## config.mk

```make
export PLATFORM = sky130hd
export DESIGN_NAME = twiddle_cmul
export DESIGN_NICKNAME = d
export VERILOG_FILES = /design/src/rtl/twiddle_cmul.sv
export SDC_FILE = /design/constraint.sdc
export NUM_CORES = 2
export LEC_CHECK = 0
export BUFFER_PORTS_ARGS = -buffer_cell sky130_fd_sc_hd__clkbuf_2
export CORE_MARGIN = 2
export CORE_UTILIZATION = 40
export DETAILED_ROUTE_END_ITERATION = 10
export HOLD_SLACK_MARGIN = 0.12
export PLACE_DENSITY = 0.51
export SYNTH_ARGS = -nofsm -noshare
export SYNTH_HDL_FRONTEND = slang
export SYNTH_SLANG_ARGS = --single-unit
```

## constraint.sdc

```tcl
create_clock -name clk -period 8.7 [get_ports clk]
set_input_delay 1.74 -clock clk [delete_from_list [all_inputs] [get_ports clk]]
set_output_delay 1.74 -clock clk [all_outputs]
set_load 0.02 [all_outputs]
```

## src/rtl/twiddle_cmul.sv

```systemverilog
`default_nettype none
// ============================================================================
// twiddle_cmul : 3-stage complex multiply of a DW-bit sample by a Q1.7 twiddle
// Revision     : 1.0
// ============================================================================
module twiddle_cmul #(
  parameter int DW    = 17,
  parameter int TW    = 8,
  parameter int SHIFT = 7
) (
  input  logic          clk,
  input  logic          rst,
  input  logic          in_valid,
  output logic          in_ready,
  input  logic [DW-1:0] in_re,
  input  logic [DW-1:0] in_im,
  input  logic [TW-1:0] tw_re,
  input  logic [TW-1:0] tw_im,
  output logic          out_valid,
  input  logic          out_ready,
  output logic [DW-1:0] out_re,
  output logic [DW-1:0] out_im,
  input  logic          sat_clr,
  output logic          sat_flag
);

  localparam int PW = DW + TW;
  localparam int SW = PW + 1;

  logic                 en;

  logic                 v1_q;
  logic signed [DW-1:0] ar_q, ai_q;
  logic signed [TW-1:0] wr_q, wi_q;

  logic                 v2_q;
  logic signed [PW-1:0] p_rr_q, p_ii_q, p_ri_q, p_ir_q;
  logic signed [PW-1:0] w_p_rr, w_p_ii, w_p_ri, w_p_ir;

  logic signed [SW-1:0] w_sum_re, w_sum_im;
  logic signed [SW-1:0] w_shr_re, w_shr_im;
  logic [DW:0]          w_sat_re, w_sat_im;

  logic                 out_valid_q, out_valid_d;
  logic [DW-1:0]        out_re_q, out_re_d;
  logic [DW-1:0]        out_im_q, out_im_d;
  logic                 sat_flag_q, sat_flag_d;

  // One global enable: the whole pipe freezes while a result waits downstream.
  assign en       = ~out_valid_q | out_ready;
  assign in_ready = en;

  // Returns {saturated, clipped value}; the value fits when all bits above the
  // DW-bit field are copies of its sign bit.
  function automatic logic [DW:0] sat_fn(input logic signed [SW-1:0] v);
    logic [SW-DW:0] upper;
    upper = v[SW-1:DW-1];
    if ((&upper) | ~(|upper))
      sat_fn = {1'b0, v[DW-1:0]};
    else if (v[SW-1])
      sat_fn = {1'b1, 1'b1, {(DW-1){1'b0}}};
    else
      sat_fn = {1'b1, 1'b0, {(DW-1){1'b1}}};
  endfunction

  always_ff @(posedge clk) begin
    if (rst) begin
      v1_q <= 1'b0;
      v2_q <= 1'b0;
    end else if (en) begin
      v1_q <= in_valid;
      v2_q <= v1_q;
    end
  end

  // Data registers of empty stages are don't-care, so they carry no reset.
  always_ff @(posedge clk) begin
    if (en && in_valid) begin
      ar_q <= in_re;
      ai_q <= in_im;
      wr_q <= tw_re;
      wi_q <= tw_im;
    end
  end

  assign w_p_rr = PW'(ar_q) * PW'(wr_q);
  assign w_p_ii = PW'(ai_q) * PW'(wi_q);
  assign w_p_ri = PW'(ar_q) * PW'(wi_q);
  assign w_p_ir = PW'(ai_q) * PW'(wr_q);

  always_ff @(posedge clk) begin
    if (en && v1_q) begin
      p_rr_q <= w_p_rr;
      p_ii_q <= w_p_ii;
      p_ri_q <= w_p_ri;
      p_ir_q <= w_p_ir;
    end
  end

  assign w_sum_re = SW'(p_rr_q) - SW'(p_ii_q);
  assign w_sum_im = SW'(p_ri_q) + SW'(p_ir_q);
  assign w_shr_re = w_sum_re >>> SHIFT;
  assign w_shr_im = w_sum_im >>> SHIFT;
  assign w_sat_re = sat_fn(w_shr_re);
  assign w_sat_im = sat_fn(w_shr_im);

  // Output data only moves with a real result; a set request beats a clear.
  always_comb begin
    out_valid_d = out_valid_q;
    out_re_d    = out_re_q;
    out_im_d    = out_im_q;
    sat_flag_d  = sat_flag_q;
    if (sat_clr)
      sat_flag_d = 1'b0;
    if (en) begin
      out_valid_d = v2_q;
      if (v2_q) begin
        out_re_d = w_sat_re[DW-1:0];
        out_im_d = w_sat_im[DW-1:0];
        if (w_sat_re[DW] | w_sat_im[DW])
          sat_flag_d = 1'b1;
      end
    end
  end

  always_ff @(posedge clk) begin
    if (rst) begin
      out_valid_q <= 1'b0;
      out_re_q    <= '0;
      out_im_q    <= '0;
      sat_flag_q  <= 1'b0;
    end else begin
      out_valid_q <= out_valid_d;
      out_re_q    <= out_re_d;
      out_im_q    <= out_im_d;
      sat_flag_q  <= sat_flag_d;
    end
  end

  assign out_valid = out_valid_q;
  assign out_re    = out_re_q;
  assign out_im    = out_im_q;
  assign sat_flag  = sat_flag_q;

endmodule
`default_nettype wire

```

==> results.md <==
- Clock Tree Buf Depth: 2
- Cts bufs inserted: 17
- Status: finished clean
- Setup TNS: 0 ns
- Worst path top cell family by delay: adder cells
- Sequential share of power: 0.174
- # IOs: 92
- Number of synthesized register bits: 188
- Core box area: 67200 sq um
- Residual DRC: 0
- CP max-delay cell: edfxtp_1
- Clk sinks: 188
- DIE HEIGHT: 265 um
- Min cycle time layout: 6.37 ns
- Post-Syn Area: 27200 sq um
- Number of enable flip-flop cells after synthesis: 150
- Clock H-tree levels: 4
- Fin crit share: 0.733
- # nets final: 3588
- Peak supply drop: 0.000174 V
- Critical Path Sink Type: flip-flop
- Starting Density: 0.404
- Placed Cells: 3715
- Share of layout cells above drive strength 1: 0.0619
- Final Routed Wirelength: 68400 um
- Post-synthesis sequential area ratio: 0.194
- Top cells by area, synth: fa_1, edfxtp_1, ha_1
- Synth unique cells: 72
- FMAX: 157 MHz
- Leakage: 13.8 nW
- Routed Antenna Nets: 0
- Max-slew violations: 0
- Reg clk slew, reported paths: 0.08 ns
- Pin count of the biggest net entering global routing: 61
- Syn-to-layout area delta: 7.01%
- Crit path buffers/inverters: 5
- Worst-Skew Late Latency: 0.51 ns
- WL per Instance: 18.2 um
- Via Count: 18661
- Vias/cell: 4.98
- Root buffer cell: clkbuf_16
- Max cap viols: 0
- Startpoint Class: flip-flop
- Post-CTS Hold Buffers: 0
- Global Route Usage Sum: 0.205
- Psw: 0.00498 W
- Int Pwr: 0.00489 W
- Worst setup path class: flip-flop to flip-flop
- Drt first pass iters: 8
- Worst Skew: 0.0176 ns
- Ys flop type: edfxtp_1
- Site row count: 95
- Setup violations, final: 0
- Worst EP arrival: 6.65 ns
- TritonCTS clock tree: done
- Power per cell area: 340 nW/um^2
- RSZ-0062 raised after global routing: no
- I/O Buffers: 91
- Synth Net Count: 3554
- Crit path max fanout: 17
- Required @ worst endpoint: 8.98 ns
- Crit path largest cell delay: 0.53 ns
- Synth warn: 0
- Share of total power in combinational logic: 0.746
- Final GP Congestion: 0.852
- Post-layout util: 0.433
- Hold crit path type: flip-flop to flip-flop
- Worst Hold Depth: 2
- Die area: 70000 sq um
- CP cell instances: inv_1, buf_4, fa_1, fa_1, inv_1, fa_1, inv_1, fa_1, inv_1, ha_1, o21ai_0, a21boi_0, o21ai_0, a21boi_0, o21bai_1, a211oi_1, o31a_1, or4b_1, and3_1
- First-pass GRT wire length: 110000 um
- Synth top area share: 0.321
- CTS resizes: 0
- Measured slew at the worst slew-check pin: 1.18 ns
- Total chip power: 0.00987 W
- Starting DRT DRC Count: 838
- Worst relative slew slack: 0.215
- HPWL after detailed placement: 54600 um
- Power share of the clock group: 0.080
- Post-CTS setup buffer count: 0
- GRT Residual Overflow: 0
- Vias in the first global route: 20170
- Syn avg cell area: 9.61 sq um
- Die Span X: 265 um
- Final Hold Vio Count: 0
- Most frequent cells in the layout: inv_1, fa_1, and2_1, ha_1, nand2_1
- # fillers: 6512
- Commonest non-fill, non-tap cell in the layout: inv_1
- Net Sw Frac: 0.504
- Register-to-Register Path Depth: 19
- Worst path depth: 19
- Initial antenna violation count: 7
- Syn Inst Count: 2827
- Post-synth top area cell: fa_1
- Post-synth ARST share: 0
- Post-Layout Cell Count: 3749
==> cells by family (layout without fill, tap and decap cells) <==
family	after synthesis	count (layout)	synth area share
AND/OR/NAND/NOR	850	850	0.165
buffers and inverters	715	762	0.0994
adder cells (fa/ha/maj)	672	672	0.430
AO/OA/AOI/OAI	283	283	0.0733
flip-flops	188	188	0.194
XOR/XNOR	115	115	0.0371
multiplexers	4	4	0.00147
other	0	2	0
==> metal layers <==
metal | track usage | share of wire | vias up
met1 | 0.255 | 0.44 | 9419
met3 | 0.0335 | 0.038 | 96
li1 | - | - | 8811
met2 | 0.359 | 0.50 | 333
met4 | 0.0708 | 0.029 | 2
met5 | 0 | 0.00019 | -
==> cell usage after synthesis, types with 5 or more instances <==
cell type,number
a211oi_1,30
a211oi_2,11
a21boi_0,8
a21o_1,27
a21oi_1,71
a31oi_1,14
and2_1,379
and3_1,15
clkbuf_1,93
dfxtp_1,38
edfxtp_1,150
fa_1,436
ha_1,236
inv_1,616
nand2_1,176
nand2b_1,24
nand3_1,29
nand3b_1,5
nor2_1,149
nor2b_1,13
nor3_1,26
nor4_1,5
o211ai_1,9
o21a_1,12
o21ai_0,46
o21bai_1,10
o311ai_0,5
or2_2,6
or3_1,7
xnor2_1,86
xor2_1,29
==> worst min-delay path, delay by kind of cell, from the launching register on <==
family	cells	cell delay (ns)
DFF	1	0.32
and+or+nand+nor	1	0.05
AOI/OAI and AO/OA	1	0.05
==> cell type report <==
type / instances / area [sq um] / area share
timing repair buffer: 114 / 628 / 0.0216
clock inverter: 15 / 138 / 0.00473
tap: 873 / 1090 / 0.0376
clock buffer: 17 / 425 / 0.0146
inverter: 616 / 2310 / 0.0795
multi-input combinational: 1924 / 19200 / 0.661
antenna: 2 / 5.00 / 0.000172
sequential: 188 / 5270 / 0.181
==> path summary, 6_finish.rpt <==
path | from | end | slack [ns]
worst max register to register | wr_q[7] | p_rr_q[24] | 2.33
worst min register to register | out_re[16] | out_re[16] | 0.46
worst min-delay path | out_re[16] | out_re[16] | 0.46
worst max-delay path | wr_q[7] | p_rr_q[24] | 2.33
==> registers in the layout (all words and copies together), names as in the netlist <==
name and count:
p_ii_q 25, p_ir_q 25, p_ri_q 25, p_rr_q 25
ai_q 17, ar_q 17, out_im 17, out_re 17
wi_q 8, wr_q 8, out_valid 1, sat_flag 1
v1_q 1, v2_q 1
==> stage by stage <==
stage,instance area (sq um),setup WS (ns),hold slack (ns)
finish,29100,2.33,0.462
global route,29100,1.90,0.488
CTS,29100,2.32,0.464
detailed placement,28500,2.35,0.453
global placement,28500,2.46,0.447
floorplan,27200,3.17,0.452
==> power by group through the flow <==
stage / registers, W / logic [W] / clock network, W
2_1_floorplan: 0.00163 / 0.00553 / 0
3_3_place_gp: 0.00174 / 0.00721 / 0
3_5_place_dp: 0.00175 / 0.00734 / 0
4_1_cts: 0.00173 / 0.00739 / 0.000829
5_1_grt: 0.00174 / 0.00836 / 0.000849
6_report: 0.00172 / 0.00736 / 0.000794
(Power assumes the default switching activity.)
